===== src/rtl/muldiv_unit.sv =====
// Iterative MULT/DIV engine: radix-2 shift-add multiply, restoring divide, sign fix-up.
// Define MULDIV_UNSIGNED_EN to let op[1] select MULTU/DIVU.
module muldiv_unit #(
  parameter int WIDTH = 32
) (
  input  logic             clk,
  input  logic             reset,
  input  logic             start,
  input  logic [1:0]       op,
  input  logic [WIDTH-1:0] srcA,
  input  logic [WIDTH-1:0] srcB,
  input  logic             flush,
  output logic             busy,
  output logic             done,
  output logic [WIDTH-1:0] hi,
  output logic [WIDTH-1:0] lo,
  output logic             divZero
);
  localparam int CW = $clog2(WIDTH);
  localparam logic [CW-1:0] LAST = CW'(WIDTH - 1);

  typedef enum logic [1:0] {IDLE, CALC, FIX, DONE} state_t;
  state_t state_q, state_d;

  logic [CW-1:0]    cnt_q, cnt_d;
  logic [WIDTH-1:0] opnd_q, opnd_d;   // |multiplicand| or |divisor|
  logic [WIDTH-1:0] wh_q, wh_d;       // partial product hi / remainder
  logic [WIDTH-1:0] wl_q, wl_d;       // multiplier bits / quotient bits
  logic             is_div_q, is_div_d;
  logic             neg_res_q, neg_res_d;
  logic             neg_rem_q, neg_rem_d;
  logic [WIDTH-1:0] hi_q, hi_d, lo_q, lo_d;
  logic             dz_q, dz_d;

  logic             is_signed, div_zero, ge;
  logic [WIDTH-1:0] mag_a, mag_b, dsub, fix_hi, fix_lo;
  logic [WIDTH:0]   madd, dshift;
  logic [2*WIDTH-1:0] prod_neg;

`ifdef MULDIV_UNSIGNED_EN
  assign is_signed = ~op[1];
`else
  logic unused_op1;
  assign unused_op1 = op[1];
  assign is_signed  = 1'b1;
`endif

  // iteration and fix-up arithmetic
  always_comb begin
    div_zero = op[0] && (srcB == '0);
    mag_a    = (is_signed && srcA[WIDTH-1]) ? -srcA : srcA;
    mag_b    = (is_signed && srcB[WIDTH-1]) ? -srcB : srcB;
    madd     = {1'b0, wh_q} + (wl_q[0] ? {1'b0, opnd_q} : '0);
    dshift   = {wh_q, wl_q[WIDTH-1]};
    ge       = dshift >= {1'b0, opnd_q};
    // difference fits WIDTH bits whenever ge holds
    dsub     = dshift[WIDTH-1:0] - opnd_q;
    prod_neg = -{wh_q, wl_q};
    if (is_div_q) begin
      fix_lo = neg_res_q ? -wl_q : wl_q;
      fix_hi = neg_rem_q ? -wh_q : wh_q;
    end else if (neg_res_q) begin
      {fix_hi, fix_lo} = prod_neg;
    end else begin
      {fix_hi, fix_lo} = {wh_q, wl_q};
    end
  end

  always_ff @(posedge clk or negedge reset) begin
    if (!reset) state_q <= IDLE;
    else        state_q <= state_d;
  end

  always_comb begin
    state_d = state_q;
    case (state_q)
      IDLE:    if (start) state_d = div_zero ? DONE : CALC;
      CALC:    if (flush) state_d = IDLE;
               else if (cnt_q == LAST) state_d = FIX;
      FIX:     state_d = flush ? IDLE : DONE;
      DONE:    state_d = IDLE;
      default: state_d = IDLE;
    endcase
  end

  always_comb begin
    busy    = (state_q != IDLE);
    done    = (state_q == DONE);
    hi      = hi_q;
    lo      = lo_q;
    divZero = dz_q;
  end

  always_comb begin
    cnt_d     = cnt_q;
    opnd_d    = opnd_q;
    wh_d      = wh_q;
    wl_d      = wl_q;
    is_div_d  = is_div_q;
    neg_res_d = neg_res_q;
    neg_rem_d = neg_rem_q;
    hi_d      = hi_q;
    lo_d      = lo_q;
    dz_d      = dz_q;
    case (state_q)
      IDLE: if (start) begin
        dz_d = div_zero;
        if (div_zero) begin
          hi_d = srcA;
          lo_d = '1;
        end else begin
          cnt_d     = '0;
          is_div_d  = op[0];
          neg_res_d = is_signed && (srcA[WIDTH-1] ^ srcB[WIDTH-1]);
          neg_rem_d = is_signed && srcA[WIDTH-1];
          wh_d      = '0;
          opnd_d    = op[0] ? mag_b : mag_a;
          wl_d      = op[0] ? mag_a : mag_b;
        end
      end
      CALC: if (!flush) begin
        cnt_d = cnt_q + 1'b1;
        if (is_div_q) begin
          wh_d = ge ? dsub : dshift[WIDTH-1:0];
          wl_d = {wl_q[WIDTH-2:0], ge};
        end else begin
          wh_d = madd[WIDTH:1];
          wl_d = {madd[0], wl_q[WIDTH-1:1]};
        end
      end
      FIX: if (!flush) begin
        hi_d = fix_hi;
        lo_d = fix_lo;
      end
      default: ;
    endcase
  end

  always_ff @(posedge clk or negedge reset) begin
    if (!reset) begin
      cnt_q     <= '0;
      opnd_q    <= '0;
      wh_q      <= '0;
      wl_q      <= '0;
      is_div_q  <= 1'b0;
      neg_res_q <= 1'b0;
      neg_rem_q <= 1'b0;
      hi_q      <= '0;
      lo_q      <= '0;
      dz_q      <= 1'b0;
    end else begin
      cnt_q     <= cnt_d;
      opnd_q    <= opnd_d;
      wh_q      <= wh_d;
      wl_q      <= wl_d;
      is_div_q  <= is_div_d;
      neg_res_q <= neg_res_d;
      neg_rem_q <= neg_rem_d;
      hi_q      <= hi_d;
      lo_q      <= lo_d;
      dz_q      <= dz_d;
    end
  end
endmodule


===== config.mk =====
export PLATFORM = sky130hd
export DESIGN_NAME = muldiv_unit
export DESIGN_NICKNAME = d
export VERILOG_FILES = /design/src/rtl/muldiv_unit.sv
export SDC_FILE = /design/constraint.sdc
export NUM_CORES = 1
export LEC_CHECK = 0
export BUFFER_PORTS_ARGS = -buffer_cell sky130_fd_sc_hd__buf_2
export CAP_MARGIN = 20
export CORE_MARGIN = 5
export CORE_UTILIZATION = 66
export CTS_CLUSTER_DIAMETER = 150
export DETAILED_ROUTE_END_ITERATION = 12
export MAX_ROUTING_LAYER = met4
export PLACE_DENSITY = 0.87
export SLEW_MARGIN = 20
export SYNTH_ARGS = -nofsm -noshare
export SYNTH_HDL_FRONTEND = slang
export SYNTH_SLANG_ARGS = --single-unit

===== constraint.sdc =====
create_clock -name clk -period 9.1 [get_ports clk]
set_clock_uncertainty 0.1 [all_clocks]
set_input_delay 1.82 -clock clk [delete_from_list [all_inputs] [get_ports clk]]
set_output_delay 1.82 -clock clk [all_outputs]
set_load 0.01 [all_outputs]

==> flow_metrics.tcl <==
set metrics [dict create \
    crit_family "simple AND/OR/NAND/NOR gates" \
    io_buffers 135 \
    finalSetupViolCount 0 \
    status "completed" \
    antenna_left 0 \
    wire_per_inst_um 22.8 \
    avgSynthCellArea_um2 7.81 \
    routabilityCongestion 1.05 \
    synth-compound-area-share_pct 25.9 \
    start_kind "input pin" \
    dr.pass1.iters 7 \
    dp_cells 2261 \
    cp_data_required_time_ns 9.33 \
    row_count 55 \
    synth_common_cells "nand2_1, o21ai_0, nor2_1, a21oi_1, dfrtp_1" \
    syn_area_mm2 0.0152 \
    antenna_found_initial 2 \
    grt_overflow 0 \
    wl_mm 52.4 \
    viasPerCell 6.94 \
    path_class "input pin to register" \
    yosysTopAreaCellShare_pct 28.1 \
    drive_gt1_share_pct 11.3 \
    synth.distinct_cells 76 \
    slew_headroom_pct 19.6 \
    syn_nets 2091 \
    syn_inst 1949 \
    ys_ff_latch 171 \
    synth_top_flop_cell "dfrtp_1" \
    fin_setup_tns_ns 0 \
    synth_area_leaders "dfrtp_1, o21ai_0, ha_1" \
    die_h_um 162 \
    ios 137 \
    maxClockFrequency_mhz 166 \
    slew_violations 0 \
    clock_sink_count 171 \
    cp.depth 8 \
    cap_violations 0 \
    crit_path_top_delay_cell "a22o_2" \
    r2r_setup_slack_ns 4.37 \
    synth_xor_area_share_pct 9.49 \
    yosysMostFrequentCell "nand2_1" \
    postCtsSetupBuffers 0 \
    final_cell_count_no_fill 2295 \
    cp.arrival_ns 6.27 \
    clk_latency_ns 0.45 \
    initial_core_util_pct 67.0 \
    hold_depth 2 \
    grtUsageTotal_pct 40.1 \
    tritoncts "built" \
    route.vias.total 15935 \
    synth-simple-area-share_pct 20.4 \
    r2r_cells 10 \
    fillers 1829 \
    fin_nets 2138 \
    dr.first_iter.drc_count 2366 \
    remaining_drc_errors 0 \
    crit_buf_inv 2 \
    synth_edf_count 0 \
    cts.path.max_buffers 2 \
    yosysTopAreaCell "dfrtp_1" \
    grt_max_degree 103 \
    syn_to_final_growth_pct 8.43 \
    worstMarginPinSlew_ns 1.19 \
    cts.clk_slew.worst_paths_ns 0.08 \
    grt_pass1_vias 14900 \
    dp_hpwl_mm 39.1 \
    coreArea_mm2 0.0227 \
    endpoint_kind "register" \
    postCtsHoldBufs 0 \
    fin_area_mm2 0.0165 \
    h-tree-depth 4 \
    placed_area_mm2 0.0159 \
    die_x_um 162 \
    rsz0062_at_grt "no" \
    grt_pass1_wl_mm 81.3 \
    worst_hold_path_type "register to register" \
    synth_mux_area_share_pct 4.94 \
    cellPowerDensity_mw_per_mm2 308 \
    ys_async_sr_fraction_pct 100 \
    synth_top_family_by_area "compound AO/OA/AOI/OAI gates" \
    fin_crit_ns 6.04 \
    cts_made_buffers 17 \
    cts-root-buf "clkbuf_16" \
    die-area_mm2 0.0262 \
    critPathMaxStageDelay_ns 1.00 \
    power.leakage_nw 7.48 \
    crit_start "srcB[8]" \
    path_max_fanout 55 \
    yosys_warnings 0 \
    r2r_end "wh_q[25]$_DFFE_PN0P_" \
    crit_chain "buf_2, or4_1, nor4_1, or4b_4, nor4b_4, a22o_2, buf_4, mux2_2" \
    vdd_drop_max_mv 0.203 \
    synth-adder-area-share_pct 6.02 \
    ctsResizeCount 0 \
    fin_crit_sh_pct 66.3 \
    ys_seq_area_share_pct 28.1 \
    crit_end "wl_q[25]$_DFFE_PN0P_" \
    hold_violations 0 \
    r2r_start "wh_q[0]$_DFFE_PN0P_" \
]
stage by stage:
step	hold WS [ns]	util (%)	worst slack, ns	power [mW]
finish	0.383	72.7	3.06	5.09
global route	0.398	72.7	2.91	5.38
CTS	0.381	72.6	3.29	4.97
detailed placement	0.365	69.9	2.82	4.19
global placement	0.356	69.9	2.94	4.11
floorplan	0.350	-	4.38	3.40
registers in the layout (all words and copies together), names as in the netlist:
name	flops
state_q	2
wl_q	32
divZero	1
neg_res_q	1
cnt_q	5
lo	32
opnd_q	32
neg_rem_q	1
is_div_q	1
wh_q	32
hi	32
how the worst min path moves through the flow:
| stage | start | to | slack (ns) |
|---|---|---|---|
| finish | hi[20]$_DFFE_PN0P_ | hi[20]$_DFFE_PN0P_ | 0.38 |
| global route | hi[20]$_DFFE_PN0P_ | hi[20]$_DFFE_PN0P_ | 0.40 |
| CTS | hi[26]$_DFFE_PN0P_ | hi[26]$_DFFE_PN0P_ | 0.38 |
| detailed placement | hi[26]$_DFFE_PN0P_ | hi[26]$_DFFE_PN0P_ | 0.36 |
| global placement | hi[0]$_DFFE_PN0P_ | hi[0]$_DFFE_PN0P_ | 0.36 |
| floorplan | opnd_q[10]$_DFFE_PN0P_ | opnd_q[10]$_DFFE_PN0P_ | 0.35 |
cells in the final DEF (no fill, tap or decap), types with 36 or more instances in the layout:
cell type  netlist  routed
mux2i_1         65      65
a21oi_1        171     171
xnor2_1         67      67
o21ai_0        185     185
o31ai_1         36      36
a31oi_1         39      39
nor2_1         178     178
xor2_1          98      98
ha_1            70      70
nand2_1        202     202
nand3_1         38      38
dfrtp_1        171     170
inv_1           65      65
buf_2           17     134
kinds of logic (layout without fill, tap and decap cells):
group           after synthesis  count (layout)
simple gates                644             644
compound gates              631             631
buf+inv                     192             252
flops                       171             171
xor+xnor                    165             165
mux                          74              74
fa+ha+maj                    72              72
other cells                   0               1
final cells by class:
type | count | area, µm² | area share, %
Timing Repair Buffer | 153 | 825 | 5.00
Sequential cell | 171 | 4280 | 25.9
Inverter | 67 | 251 | 1.52
Tap cell | 285 | 357 | 2.16
Multi-Input combinational cell | 1586 | 10200 | 61.6
Clock inverter | 15 | 195 | 1.18
Clock buffer | 17 | 425 | 2.58
Antenna cell | 1 | 2.50 | 0.0152
metal layers:
layer / up-vias / wire length [µm] / GRT usage [%]
li1: 7207 / - / -
met1: 7452 / 20300 / 52.4
met2: 1047 / 22400 / 58.9
met3: 229 / 6670 / 9.29
met4: 0 / 2960 / 19.8
met5: - / 0 / -
where the power goes:
| part | total [mW] | switching, mW | leakage (nW) | internal, mW |
|---|---|---|---|---|
| registers | 1.32 | 0.389 | 2.14 | 0.927 |
| logic | 3.00 | 1.81 | 5.04 | 1.19 |
| clock network | 0.770 | 0.394 | 0.295 | 0.376 |
worst register-to-register path, delay by kind of cell, from the launching register on:
family          cells  cell delay, ns
compound gates      5            1.88
fa+ha+maj           1            0.38
buf+inv             1            0.41
flops               1            0.82
mux                 1            0.23
simple gates        2            0.75
Note: power is estimated with default switching activity, not from simulation.
